--- config.mk ---
export PLATFORM = sky130hd
export DESIGN_NAME = mem_bus_arbiter
export DESIGN_NICKNAME = d
export VERILOG_FILES = /design/src/rtl/mem_arb_pkg.sv /design/src/rtl/mem_arb_pick.sv /design/src/rtl/mem_bus_arbiter.sv
export SDC_FILE = /design/constraint.sdc
export NUM_CORES = 1
export LEC_CHECK = 0
export CORE_AREA = 3 3 208 210
export CTS_CLUSTER_SIZE = 40
export DETAILED_ROUTE_END_ITERATION = 6
export DIE_AREA = 0 0 211 213
export GPL_ROUTABILITY_DRIVEN = 0
export SYNTH_ARGS = -nofsm -noshare
export SYNTH_HDL_FRONTEND = slang
export SYNTH_HIERARCHICAL = 1
export SYNTH_SLANG_ARGS = --single-unit
--- constraint.sdc ---
create_clock -name clk -period 2.6 [get_ports clk]
set_input_delay 0.39 -clock clk [delete_from_list [all_inputs] [get_ports clk]]
set_output_delay 0.39 -clock clk [all_outputs]
set_load 0.05 [all_outputs]
--- src/rtl/mem_arb_pkg.sv ---
// Shared types and constants for the memory bus arbiter.
package mem_arb_pkg;

  // Arbiter FSM states.
  typedef enum logic [1:0] {
    IDLE    = 2'd0,
    GRANT_I = 2'd1,
    GRANT_D = 2'd2
  } arb_state_t;

  // Default bus geometry.
  localparam int ADDR_W_DEF = 64;
  localparam int DATA_W_DEF = 64;

  typedef logic [ADDR_W_DEF-1:0] addr_t;
  typedef logic [DATA_W_DEF-1:0] word_t;

  // Instruction fetches are always doubleword accesses.
  localparam logic [2:0] FETCH_SIZE = 3'b011;

endpackage

--- src/rtl/mem_arb_pick.sv ---
// Combinational winner selection between the fetch and data requesters.
// Data normally wins; fetch wins once the data streak has reached its limit.
module mem_arb_pick
  import mem_arb_pkg::*;
#(
  parameter int MAX_D_STREAK = 4
) (
  input  logic       i_valid,
  input  logic       d_valid,
  input  logic [3:0] streak,
  output logic       grant_i,
  output logic       grant_d
);

  localparam logic [3:0] MAX_STREAK = 4'(MAX_D_STREAK);

  logic fetch_starved;

  // Pick the winner from the current requests and the data streak.
  always_comb begin
    fetch_starved = i_valid && (streak == MAX_STREAK);
    grant_d       = d_valid && !fetch_starved;
    grant_i       = i_valid && !grant_d;
  end

endmodule

--- src/rtl/mem_bus_arbiter.sv ---
// Shares one memory bus between the fetch port and the load/store port.
//
// Handshake: each requester raises X_valid with stable fields and holds them
// until X_ready pulses for one cycle. The arbiter latches the winner's fields
// on the grant, so later changes or a dropped valid do not affect the access
// in flight. On the bus side b_valid stays high with constant b_* fields until
// the memory returns b_ready=1; that cycle is the completion, routed
// combinationally to the granted requester's X_ready/X_rdata.
module mem_bus_arbiter
  import mem_arb_pkg::*;
#(
  parameter int ADDR_W       = 64,
  parameter int DATA_W       = 64,
  parameter int MAX_D_STREAK = 4
) (
  input  logic                clk,
  input  logic                rst_n,
  input  logic                i_valid,
  input  logic [ADDR_W-1:0]   i_addr,
  output logic                i_ready,
  output logic [DATA_W-1:0]   i_rdata,
  input  logic                d_valid,
  input  logic                d_write,
  input  logic [ADDR_W-1:0]   d_addr,
  input  logic [2:0]          d_size,
  input  logic [DATA_W/8-1:0] d_strobe,
  input  logic [DATA_W-1:0]   d_wdata,
  output logic                d_ready,
  output logic [DATA_W-1:0]   d_rdata,
  output logic                b_valid,
  output logic                b_write,
  output logic [ADDR_W-1:0]   b_addr,
  output logic [2:0]          b_size,
  output logic [DATA_W/8-1:0] b_strobe,
  output logic [DATA_W-1:0]   b_wdata,
  input  logic                b_ready,
  input  logic [DATA_W-1:0]   b_rdata,
  output logic [1:0]          dbg_state
);

  localparam int         STRB_W     = DATA_W / 8;
  localparam logic [3:0] MAX_STREAK = 4'(MAX_D_STREAK);

  arb_state_t          state_q, state_d;
  logic [3:0]          streak_q, streak_d;
  logic                b_valid_q, b_valid_d;
  logic                b_write_q, b_write_d;
  logic [ADDR_W-1:0]   b_addr_q, b_addr_d;
  logic [2:0]          b_size_q, b_size_d;
  logic [STRB_W-1:0]   b_strobe_q, b_strobe_d;
  logic [DATA_W-1:0]   b_wdata_q, b_wdata_d;
  logic                grant_i, grant_d;

  mem_arb_pick #(
    .MAX_D_STREAK(MAX_D_STREAK)
  ) u_pick (
    .i_valid(i_valid),
    .d_valid(d_valid),
    .streak (streak_q),
    .grant_i(grant_i),
    .grant_d(grant_d)
  );

  // Next state, streak and latched bus fields.
  always_comb begin
    state_d    = state_q;
    streak_d   = streak_q;
    b_valid_d  = b_valid_q;
    b_write_d  = b_write_q;
    b_addr_d   = b_addr_q;
    b_size_d   = b_size_q;
    b_strobe_d = b_strobe_q;
    b_wdata_d  = b_wdata_q;
    case (state_q)
      IDLE: begin
        if (grant_d) begin
          state_d    = GRANT_D;
          b_valid_d  = 1'b1;
          b_write_d  = d_write;
          b_addr_d   = d_addr;
          b_size_d   = d_size;
          b_strobe_d = d_strobe;
          b_wdata_d  = d_wdata;
          // Count data wins only while fetch is actually waiting.
          if (!i_valid)                    streak_d = 4'd0;
          else if (streak_q != MAX_STREAK) streak_d = streak_q + 4'd1;
        end else if (grant_i) begin
          state_d    = GRANT_I;
          b_valid_d  = 1'b1;
          b_write_d  = 1'b0;
          b_addr_d   = i_addr;
          b_size_d   = FETCH_SIZE;
          b_strobe_d = '0;
          b_wdata_d  = '0;
          streak_d   = 4'd0;
        end
      end
      GRANT_I, GRANT_D: begin
        if (b_ready) begin
          state_d   = IDLE;
          b_valid_d = 1'b0;
        end
      end
      default: begin
        state_d   = IDLE;
        b_valid_d = 1'b0;
      end
    endcase
  end

  // State and bus registers; reset returns to IDLE with the bus idle.
  always_ff @(posedge clk or negedge rst_n) begin
    if (!rst_n) begin
      state_q    <= IDLE;
      streak_q   <= 4'd0;
      b_valid_q  <= 1'b0;
      b_write_q  <= 1'b0;
      b_addr_q   <= '0;
      b_size_q   <= 3'd0;
      b_strobe_q <= '0;
      b_wdata_q  <= '0;
    end else begin
      state_q    <= state_d;
      streak_q   <= streak_d;
      b_valid_q  <= b_valid_d;
      b_write_q  <= b_write_d;
      b_addr_q   <= b_addr_d;
      b_size_q   <= b_size_d;
      b_strobe_q <= b_strobe_d;
      b_wdata_q  <= b_wdata_d;
    end
  end

  // Route the memory completion to whichever requester owns the bus.
  always_comb begin
    i_ready = (state_q == GRANT_I) && b_ready;
    d_ready = (state_q == GRANT_D) && b_ready;
    i_rdata = i_ready ? b_rdata : '0;
    d_rdata = d_ready ? b_rdata : '0;
  end

  assign b_valid   = b_valid_q;
  assign b_write   = b_write_q;
  assign b_addr    = b_addr_q;
  assign b_size    = b_size_q;
  assign b_strobe  = b_strobe_q;
  assign b_wdata   = b_wdata_q;
  assign dbg_state = state_q;

endmodule

==> results.sh <==
export IMPL_status="completed"
export IMPL_drive_above_1_share_pct=16.20
export IMPL_p_sw_uw=8830
export IMPL_synth_edff_count=0
export IMPL_num_rows=75
export IMPL_hold_viol=0
export IMPL_drc_errors=0
export IMPL_io_pins=546
export IMPL_dieArea_um2=44940
export IMPL_rsz0062_at_grt="false"
export IMPL_syn_nets=931
export IMPL_yosys_top_cells_area="dfrtp_1, and3_1, a22o_1"
export IMPL_crit_fanout=65
export IMPL_grt_pass1_vias=7317
export IMPL_cts_buffers=17
export IMPL_rr_startpoint="streak_q[1]"
export IMPL_synth_seq_area_share_pct=52.85
export IMPL_fin_crit_sh_pct=89.96
export IMPL_critPathLaunch="dbg_state[1]"
export IMPL_end_kind="output port"
export IMPL_grt_max_degree=95
export IMPL_power_share_switching_pct=50.09
export IMPL_initial_core_util_pct=16.67
export IMPL_core_area_um2=41760
export IMPL_clk_latency_ps=440
export IMPL_p_comb_share_pct=63.5
export IMPL_die_h_um=213
export IMPL_worst_pin_slew_ps=664.9
export IMPL_gr_total_overflow=0
export IMPL_worstPathRequired_ps=2210
export IMPL_power_report_internal_total_uw=8799
export IMPL_io_buffers=545
export IMPL_place_hpwl_mm=24.83
export IMPL_irDropWorstVdd_mv=0.6788
export IMPL_area_delta_synth_final_pct=115.4
export IMPL_grt_pass1_wl_mm=45.43
export IMPL_cts_tree="built"
export IMPL_avgSynthCellArea_um2=10.66
export IMPL_fmax_mhz=427.6
export IMPL_max_cap_violations=0
export IMPL_synthFlopType="dfrtp_1"
export IMPL_cp_arrival_ps=1950
export IMPL_synth_top_area_share_pct=52.85
export IMPL_fin_nets=1450
export IMPL_grt_usage_pct=13.33
export IMPL_ant_nets=0
export IMPL_async_flop_share_pct=100.0
export IMPL_syn_inst=653
export IMPL_vias=7124
export IMPL_routed_wl_mm=31.43
export IMPL_synth_area_um2=6960
export IMPL_cts_root_buf="clkbuf_16"
export IMPL_pwr_share_clk_pct=13.8
export IMPL_setup_tns_ps=0
export IMPL_ys_seq_elements=147
export IMPL_path_clk_slew_ps=70
export IMPL_critPathLaunchType="flip-flop"
export IMPL_ys_warn_count=6
export IMPL_crit_type="reg -> out"
export IMPL_antenna_found_initial=2
export IMPL_drt_first_pass_iters=4
export IMPL_power_uw=17630
export IMPL_maxSlewViolCount=0
export IMPL_avgViaCountPerCell=4.132
export IMPL_fillCellCount=4110
export IMPL_p_leak_uw=0.006725
export IMPL_power_density_nw_per_um2=1176
export IMPL_setup_viol=0
export IMPL_slew_headroom_pct=55.53
export IMPL_htreeDepth=4
export IMPL_multiInputGateArea_um2=2978
export IMPL_seq_power_share_pct=22.7
export IMPL_post_route_min_period_ps=2339
export IMPL_die_x_um=211
export IMPL_diodes=0
export IMPL_clock_sinks=147
export IMPL_routedWlPerCell_um=18.23
export IMPL_fin_skew_ps=8.248
export IMPL_ys_types=30
export IMPL_hp_class="in -> async"
export IMPL_initialDrtViolationCount=274
export IMPL_yosysTopAreaCell="dfrtp_1"
export IMPL_seqCellArea_um2=3679
export IMPL_clock_path_buffers=2
==> placed cells by master (no fill, tap or decap), drive strengths merged <==
cell type	n
a21oi	5
or4	1
ha	5
dlygate4sd3	1
a22oi	1
a31o	1
o21a	2
nand2b	2
a22o	75
nand3b	1
nand2	67
o22ai	1
and2	3
dfrtp	147
mux2i	64
o21ai	68
a21boi	1
nand3	1
or2	1
nor4b	1
mux2	1
clkdlybuf4s50	412
buf	153
clkinv	4
inv	15
a2bb2oi	1
clkinvlp	1
and3	130
o22a	2
clkbuf	18
==> area by class of cell <==
cell class,count,area share [%]
Timing Repair Buffer,566,47.10
Multi-Input combinational cell,434,19.86
Inverter,6,0.1502
Sequential cell,147,24.54
Tap cell,539,4.498
Clock buffer,18,2.929
Clock inverter,14,0.9264
==> logic make-up after synthesis <==
family                     Yosys count  share of synthesized area (%)
and+or+nand+nor                    207                          16.47
AOI/OAI and AO/OA                  157                          15.76
DFF                                147                          52.85
buffers and inverters               72                          4.656
muxes                               65                          9.365
adders and majority gates            5                         0.8988
==> stage by stage <==
stage	hold WS [ps]	worst slack [ps]	instance area (um^2)	cells	utilization, %
after floorplan	94.41	371.0	6960	653	-
after global placement	369.8	435.0	14400	1691	34.49
after detailed placement	378.0	380.1	14400	1691	34.49
after CTS	443.2	215.3	14990	1724	35.90
after global routing	489.6	108.2	14990	1724	35.90
final	443.1	261.1	14990	1724	35.90
==> routing by layer <==
layer	vias to the layer above	wire length (um)	track usage, %
li1	3404	-	-
met3	36	2596	4.658
met5	-	13	0
met2	326	15820	23.46
met4	2	757	4.804
met1	3356	12240	15.00
==> Yosys cell counts, types with 2 or more instances <==
cell and n:
o21a_1 2, nand2_1 67, buf_1 6, ha_1 5
a22o_1 75, and3_1 130, clkbuf_1 35, mux2i_1 64
buf_2 16, dfrtp_1 147, o22a_1 2, and2_1 3
buf_4 9, inv_1 6, nand2b_1 2, o21ai_0 66
a21oi_1 5
==> state kept, by name, summed over array words and instances, names as in the netlist <==
name and cells:
b_addr 64, b_size 3, b_strobe 8, b_valid 1, b_wdata 64, b_write 1
dbg_state 2, streak_q 4
==> critical path, stage by stage (launching register included) <==
cell     delay [ps]
dfrtp_1         410
inv_1           130
ha_1            220
buf_12          250
and3_1          300
buf_12          160
==> power by group through the flow <==
stage / clock (uW) / sequential, uW / combinational, uW
2_1_floorplan: 0 / 7540 / 3040
3_3_place_gp: 0 / 4030 / 11200
3_5_place_dp: 0 / 4010 / 11300
4_1_cts: 2550 / 4020 / 11300
5_1_grt: 2630 / 4140 / 11700
6_report: 2440 / 4000 / 11200
==> timing repair <==
action / 4_1_cts / 5_1_grt
resized for setup: 0 / 0
buffers inserted: 0 / 0
hold endpoints to repair: 47 / 0
hold buffers: 1 / 0
==> final timing paths <==
check / to / slack [ps] / cells past startpoint
max in group asynchronous: b_addr[35] / 1460 / 3
worst min register to register: b_addr[47] / 470 / 2
worst max-delay path: i_rdata[59] / 260 / 5
worst max register to register: b_wdata[28] / 590 / 6
worst min-delay path: b_wdata[23] / 440 / 2
min in group clk: b_addr[47] / 470 / 2
Power figures use the tool's default switching activity.
